### src/rtl/echo_delay_ctrl.sv
// rtl/echo_delay_ctrl.sv - echo delay-line sequencer for a shared single-port sample RAM (optional ECHO_DELAY_RAMP_EN)
module echo_delay_ctrl #(
    parameter int ADDR_W = 13,
    parameter int DATA_W = 10,
    parameter int RD_LAT = 2
) (
    input  logic              sysclk,
    input  logic              rst,
    input  logic              data_valid,
    input  logic [DATA_W-1:0] data_in,
    input  logic [ADDR_W-1:0] delay_target,
    output logic [ADDR_W-1:0] ram_addr,
    output logic              ram_we,
    output logic [DATA_W-1:0] ram_wdata,
    input  logic [DATA_W-1:0] ram_rdata,
    output logic [DATA_W-1:0] echo_data,
    output logic              echo_valid,
    output logic              busy,
    output logic              overrun,
    output logic [ADDR_W-1:0] delay_cur
);

    typedef enum logic [2:0] {
        IDLE,
        RD_ISSUE,
        RD_WAIT,
        WRITE,
        DONE
    } state_t;

    localparam logic [ADDR_W-1:0] ADDR_ONE = ADDR_W'(1);
    localparam logic [ADDR_W-1:0] FILL_MAX = {ADDR_W{1'b1}};
    localparam logic [2:0]        LAT_LAST = 3'(RD_LAT);

    state_t            state;
    logic [2:0]        lat_cnt;
    logic [ADDR_W-1:0] wr_ptr;
    logic [ADDR_W-1:0] fill;
    logic [DATA_W-1:0] sample_r;
    logic [DATA_W-1:0] rd_r;
    logic [ADDR_W-1:0] delay_next;
    logic [DATA_W-1:0] echo_sel;

    // Delay to apply to the sample being accepted this cycle
    always_comb begin
        delay_next = delay_cur;
`ifdef ECHO_DELAY_RAMP_EN
        if (delay_target > delay_cur) begin
            delay_next = delay_cur + ADDR_ONE;
        end else if (delay_target < delay_cur) begin
            delay_next = delay_cur - ADDR_ONE;
        end
`else
        delay_next = delay_target;
`endif
    end

    // Echo source: bypass at zero delay, silence for slots not yet written since reset
    always_comb begin
        echo_sel = rd_r;
        if (delay_cur == '0) begin
            echo_sel = sample_r;
        end else if (fill < delay_cur) begin
            echo_sel = '0;
        end
    end

    // Transaction sequencer: read old slot, write new sample, present echo
    always_ff @(posedge sysclk) begin
        if (rst) begin
            state      <= IDLE;
            lat_cnt    <= '0;
            wr_ptr     <= '0;
            fill       <= '0;
            sample_r   <= '0;
            rd_r       <= '0;
            ram_addr   <= '0;
            ram_we     <= 1'b0;
            ram_wdata  <= '0;
            echo_data  <= '0;
            echo_valid <= 1'b0;
            busy       <= 1'b0;
            overrun    <= 1'b0;
            delay_cur  <= '0;
        end else begin
            echo_valid <= 1'b0;
            if (data_valid && state != IDLE) begin
                overrun <= 1'b1;
            end
            case (state)
                IDLE: begin
                    if (data_valid) begin
                        sample_r  <= data_in;
                        delay_cur <= delay_next;
                        busy      <= 1'b1;
                        ram_addr  <= wr_ptr - delay_next;
                        ram_we    <= 1'b0;
                        state     <= RD_ISSUE;
                    end
                end
                RD_ISSUE: begin
                    lat_cnt <= 3'd1;
                    state   <= RD_WAIT;
                end
                RD_WAIT: begin
                    if (lat_cnt == LAT_LAST) begin
                        rd_r      <= ram_rdata;
                        ram_addr  <= wr_ptr;
                        ram_we    <= 1'b1;
                        ram_wdata <= sample_r;
                        state     <= WRITE;
                    end else begin
                        lat_cnt <= lat_cnt + 3'd1;
                    end
                end
                WRITE: begin
                    ram_we <= 1'b0;
                    state  <= DONE;
                end
                DONE: begin
                    echo_valid <= 1'b1;
                    echo_data  <= echo_sel;
                    wr_ptr     <= wr_ptr + ADDR_ONE;
                    fill       <= (fill == FILL_MAX) ? fill : fill + ADDR_ONE;
                    busy       <= 1'b0;
                    state      <= IDLE;
                end
                default: begin
                    state <= IDLE;
                end
            endcase
        end
    end

endmodule

### config.mk
export PLATFORM = sky130hd
export DESIGN_NAME = echo_delay_ctrl
export DESIGN_NICKNAME = d
export VERILOG_FILES = /design/src/rtl/echo_delay_ctrl.sv
export SDC_FILE = /design/constraint.sdc
export NUM_CORES = 1
export LEC_CHECK = 0
export CORE_MARGIN = 2
export CORE_UTILIZATION = 48
export DETAILED_ROUTE_END_ITERATION = 16
export PLACE_DENSITY_LB_ADDON = 0.3
export REMOVE_ABC_BUFFERS = 1
export SYNTH_ARGS = -nofsm -noshare
export SYNTH_HDL_FRONTEND = slang
export SYNTH_SLANG_ARGS = --single-unit
export TNS_END_PERCENT = 100
### constraint.sdc
create_clock -name sysclk -period 1.9 [get_ports sysclk]
set_input_delay 0.38 -clock sysclk [delete_from_list [all_inputs] [get_ports sysclk]]
set_output_delay 0.38 -clock sysclk [all_outputs]
set_load 0.03 [all_outputs]
; After elaboration in Yosys (flattened, before gate mapping)
; Cells that the tools add are included.
[word_totals]
register_bits = 102
in_bits = 36
output_inout_bits = 50
word_cells = 61
[classes]
addsub = 4
order_cmp = 1
eq_ne = 9
n_mux = 16
n_bitwise = 1
n_reduce_logical = 16
[op_table]
columns = operator, count
row1 = $add 13x1->13 const B, 2
row2 = $mux 13, 2
row3 = $pmux 13 s2, 1
row4 = $mux 10, 2
row5 = $eq 13x13->1 const B, 1
row6 = $logic_not 13->1, 1
row7 = $lt 13x13->1, 1
row8 = $sub 13x13->13, 1
row9 = $pmux 3 s4, 1
row10 = $reduce_and 2->1, 6
row11 = $eq 3x2->1 const B, 3
row12 = $mux 3, 3
row13 = $ne 2x2->1 const B, 3
row14 = $pmux 3 s2, 1
row15 = $reduce_and 3->1, 2
row16 = $reduce_bool 2->1, 3
row17 = $reduce_bool 3->1, 2
row18 = $mux 1, 4
row19 = $add 3x1->3 const B, 1
row20 = $eq 3x1->1 const B, 1
row21 = $eq 3x3->1 const B, 1
row22 = $logic_not 3->1, 1
row23 = $pmux 1 s3, 1
row24 = $pmux 1 s2, 1
row25 = 2 further kinds, 2

; Logic depth before layout (Yosys ltp)
[depth]
depth_word = 3
depth_mapped = 9
mapped_depth_nobuf = 9

; Least setup slack after synthesis
; Ideal clock, no wire load.
[synth_timing]
path_kind = register -> register
from = register delay_cur[4]
to = register echo_data[0]
setup_ps = 143
arrival_time_ps = 1900
required_time_ps = 1757
path_slack_ps = -144
stages_incl_launch_ff = 10
n_path_buf = 1
synth_period_minus_slack_ps = 2044
cell_sequence = dfxtp_1 inv_1 ha_1 a21o_1 a21oi_1 o21ai_0 a41o_1 clkbuf_1 nand3_1 a211oi_2
[synth_between]
elab_chain_cells = 3
elab_cells_between_ends = 4
classes_between = order compare: 1 / mux: 2 / reduce/logical: 1
[synth_rtl]
columns = element, line
row1 = from (decl), 20  ; output logic [ADDR_W-1:0] delay_cur
row2 = from (signal assigned), 94  ; delay_cur <= delay_next;
row3 = $lt 13x13->1, 63  ; end else if (fill < delay_cur) begin
row4 = $mux 10, 63
row5 = $mux 10 *, 61  ; if (delay_cur == '0) begin
row6 = to (signal assigned), 122  ; echo_data <= echo_sel;
row7 = to (decl), 16  ; output logic [DATA_W-1:0] echo_data,
; Mark *: on every way between the ends. The rest lies on a longest branch, timed or not.
; A chain may end at the register's enable or synchronous reset.

; Final worst setup path
[layout_timing]
from = register wr_ptr[0]
to = register ram_addr[6]
[layout_between]
elab_chain_cells = 3
[layout_rtl]
columns = element, line
row1 = from (decl), 37  ; logic [ADDR_W-1:0] wr_ptr;
row2 = from (signal assigned), 123  ; wr_ptr <= wr_ptr + ADDR_ONE;
row3 = $sub 13x13->13, 96  ; ram_addr <= wr_ptr - delay_next;
row4 = $mux 13, 92  ; if (data_valid) begin
row5 = $pmux 13 s2, 90  ; case (state)
row6 = to (signal assigned), 96
row7 = to (signal assigned), 108  ; ram_addr <= wr_ptr;
row8 = to (decl), 12  ; output logic [ADDR_W-1:0] ram_addr,
; Every way passes these cells. The select of a mux whose other input is x is not followed.

==> metrics.txt <==
share of cells above drive strength 1=between 20% and 30%; syn_area_per_cell=about 8 um2; total track usage=25.9%; Tmin final=1.97 ns; layout net count=842; Worst R2R Path Depth=9; CTS Sinks=roughly 100; worst r2r dst=ram_addr[6]; PD cells=around 670 mW/mm2; port bufs=85; GR Layer Usage met3=approximately 3.4%; final cell count without fillers=between 900 and 1000; sequential element share of the synthesized area=around two fifths; vias in the first global route=between 5000 and 6000; clock root buffer=clkbuf_8; CTS Buf Count=9; initial core utilization=~49%; n_diodes=0; Netlist cell types=between 40 and 50; WHS Endpoint=delay_cur[7]; Setup crit end kind=register; max-slew violations=0; Worst-Skew Late Latency=about 0.38 ns; Post-synth EDFFs=0; GR Layer Usage met2=between 40 and 50%; H-tree depth=3; ys async rst share=0%; RSZ-0062 raised after global routing=true; # setup viols final=7; DRT Pass-1 Iters=5; Ys Warns=0; number of instances in the placed design=around 900; total grt overflow=0; met1 Use GR=32.5%; Final WS setup=-0.0726 ns; max-cap viol count=0; Max clock buf depth=2; Max rail drop VDD=around 0.00043 V; Vias=5091; crit path DAT=about 2.3 ns; DPL Wire Length=9.81 mm; #FFs+latches synth=approximately 100; Hold Crit Start=delay_target[7]; die area=between 0.01 and 0.015 mm2; Worst Tran Pin Value=between 0.7 and 0.8 ns; GR peak layer=met2; failing checks=setup timing; final worst-path cycle share=104%; Post-synth top flop=dfxtp_1; pre-CTS setup slack=-0.723 ns; r2r startpoint=wr_ptr[0]; # IOs=86; Leakage=2.98 nW; HP Class=input pin to register; Crit Path Max Fanout=3; maximum operating frequency=around 510 MHz; Die W=106 um; ranking of synthesized cells by area=dfxtp_1 (41%), nand2_1 (9.5%), a21oi_1 (8.0%), ha_1 (6.9%), nor2_1 (4.2%); Die Ht=between 100 and 150 um; Site Rows=37; clock-pin slew of the registers on the worst-case setup and hold paths=~0.11 ns; Placed Area=0.00653 mm2; Detail Route Antenna Nets=0; final core area utilization=between 70% and 80%; CORE AREA=roughly 0.01 mm2; DR iter-0 viols=around 280; crit path launch type=register; Hold Path Depth=3; Syn Std Cell Area=between 0.005 and 0.006 mm2; initial antenna violation count=0; status=finished with violations; first-pass GRT wire length=around 24 mm; Routability Congestion=between 0.9 and 1; relative slew slack=about half; CTS Hold Bufs=0; Post-Syn Instances=around 630; critical path type=register to register; total wire length=~15 mm; setup slack, reg-to-reg=-0.07 ns; Via-to-Cell Ratio=around 5.5; Synth area leader=dfxtp_1; Layout area overhead=45.3%; clk_skew=~0.020 ns; drt wl/cell=approximately 17 um; largest net degree at the start of global routing=43; CP required=~2.2 ns; CTS tree=done; Fin Hold WS=0.376 ns; area share of the largest cell type after synthesis=40.5%; Setup crit start=wr_ptr[0]; Residual DRC=0; endpoints failing hold=0; post-route cell area=approximately 0.0073 mm2
## cell usage in the layout, fill, tap and decap left out, types with 6 or more instances in the layout
master	count
clkdlybuf4s50_1	65
inv_1	22
nor3_1	6
clkbuf_8	9
o21ai_0	11
xnor2_1	6
dfxtp_1	94
ha_4	9
and4_1	6
buf_12	7
ha_1	16
a21oi_1	74
a211oi_2	12
dlymetal6s2s_1	8
dlygate4sd2_1	11
nor2_1	55
nand4_1	6
nand2_1	127
buf_6	8
buf_4	72
nand3_1	13
a21o_1	6
xor2_1	24
nand3_2	7
## timing repair
item	in CTS	in global routing
gates cloned	0	2
resized for setup	40	69
setup endpoints to repair	23	29
pin swaps	30	34
buffers inserted	5	10
## cells in the mapped netlist (10+ instances only)
| cell | count |
|---|---|
| nand2_1 | 127 |
| dfxtp_1 | 102 |
| a21oi_1 | 81 |
| nor2_1 | 56 |
| ha_1 | 28 |
| inv_1 | 28 |
| xor2_1 | 24 |
| nand3_1 | 21 |
| clkbuf_1 | 19 |
| o21ai_0 | 14 |
| a211oi_2 | 10 |
| buf_2 | 10 |
## sequential cells by signal, indices dropped and copies added, names as in the netlist, 10 cells and up
register and flops:
delay_cur 13, fill 13, ram_addr 13, wr_ptr 13, echo_data 10, ram_wdata 10, rd_r 10, sample_r 10
## worst max path at each step
stage / cells after the start / end / slack [ns]
detailed placement: 9 / ram_addr[10] / -0.72
CTS: 9 / ram_addr[6] / -0.14
global placement: 9 / ram_addr[11] / -0.67
global route: 9 / ram_addr[6] / -0.21
floorplan: 6 / fill[10] / -0.30
finish: 9 / ram_addr[6] / -0.07
## where the power goes
group          total [W]  switching (W)  leakage [nW]  internal [W]
Combinational    0.00127       0.000698          2.05      0.000572
Sequential       0.00228      0.0000602         0.833       0.00222
Clock            0.00134       0.000829        0.0956      0.000509
Total            0.00489        0.00159          2.98       0.00330
## layer usage
metal / wire length (um) / vias to the layer above / share of wire (%)
met4: 288 / 0 / 1.9
met5: 0 / - / 0
li1: - / 2453 / -
met1: 6470 / 2433 / 42
met2: 7730 / 176 / 50
met3: 853 / 29 / 5.6
## area by class of cell
| cell class | instances | area (um2) |
|---|---|---|
| inverters | 28 | 108 |
| repair buffers | 173 | 1670 |
| well taps | 136 | 170 |
| clock inverters | 7 | 63.8 |
| clock buffers | 9 | 124 |
| fillers | 790 | 2950 |
| multi-input cells | 463 | 3130 |
| flip-flops and latches | 102 | 2060 |
## cell families after synthesis
family / after synthesis / share of synthesized area [%]
AND/OR/NAND/NOR: 254 / 22.8
buffers and inverters: 60 / 4.86
multiplexers: 4 / 0.794
adder cells (fa/ha/maj): 29 / 7.35
flip-flops: 102 / 40.5
AO/OA/AOI/OAI: 145 / 18.3
XOR/XNOR: 31 / 5.39
## through the flow
| stage | power, W | TNS [ns] |
|---|---|---|
| after floorplan | 0.00282 | -9.42 |
| after global placement | 0.00333 | -8.00 |
| after detailed placement | 0.00335 | -8.26 |
| after CTS | 0.00468 | -0.458 |
| after global routing | 0.00510 | -1.56 |
| final | 0.00489 | -0.271 |
## worst max-delay path, cell delays in order, from the launching register on
cell	delay [ns]
dfxtp_2	0.35
inv_2	0.05
ha_4	0.15
fa_2	0.36
nor2b_4	0.13
o2111ai_2	0.11
nand3b_1	0.24
xor2_1	0.18
nand2_1	0.08
a311oi_2	0.24
No activity file was read; power rests on OpenSTA's default activity.
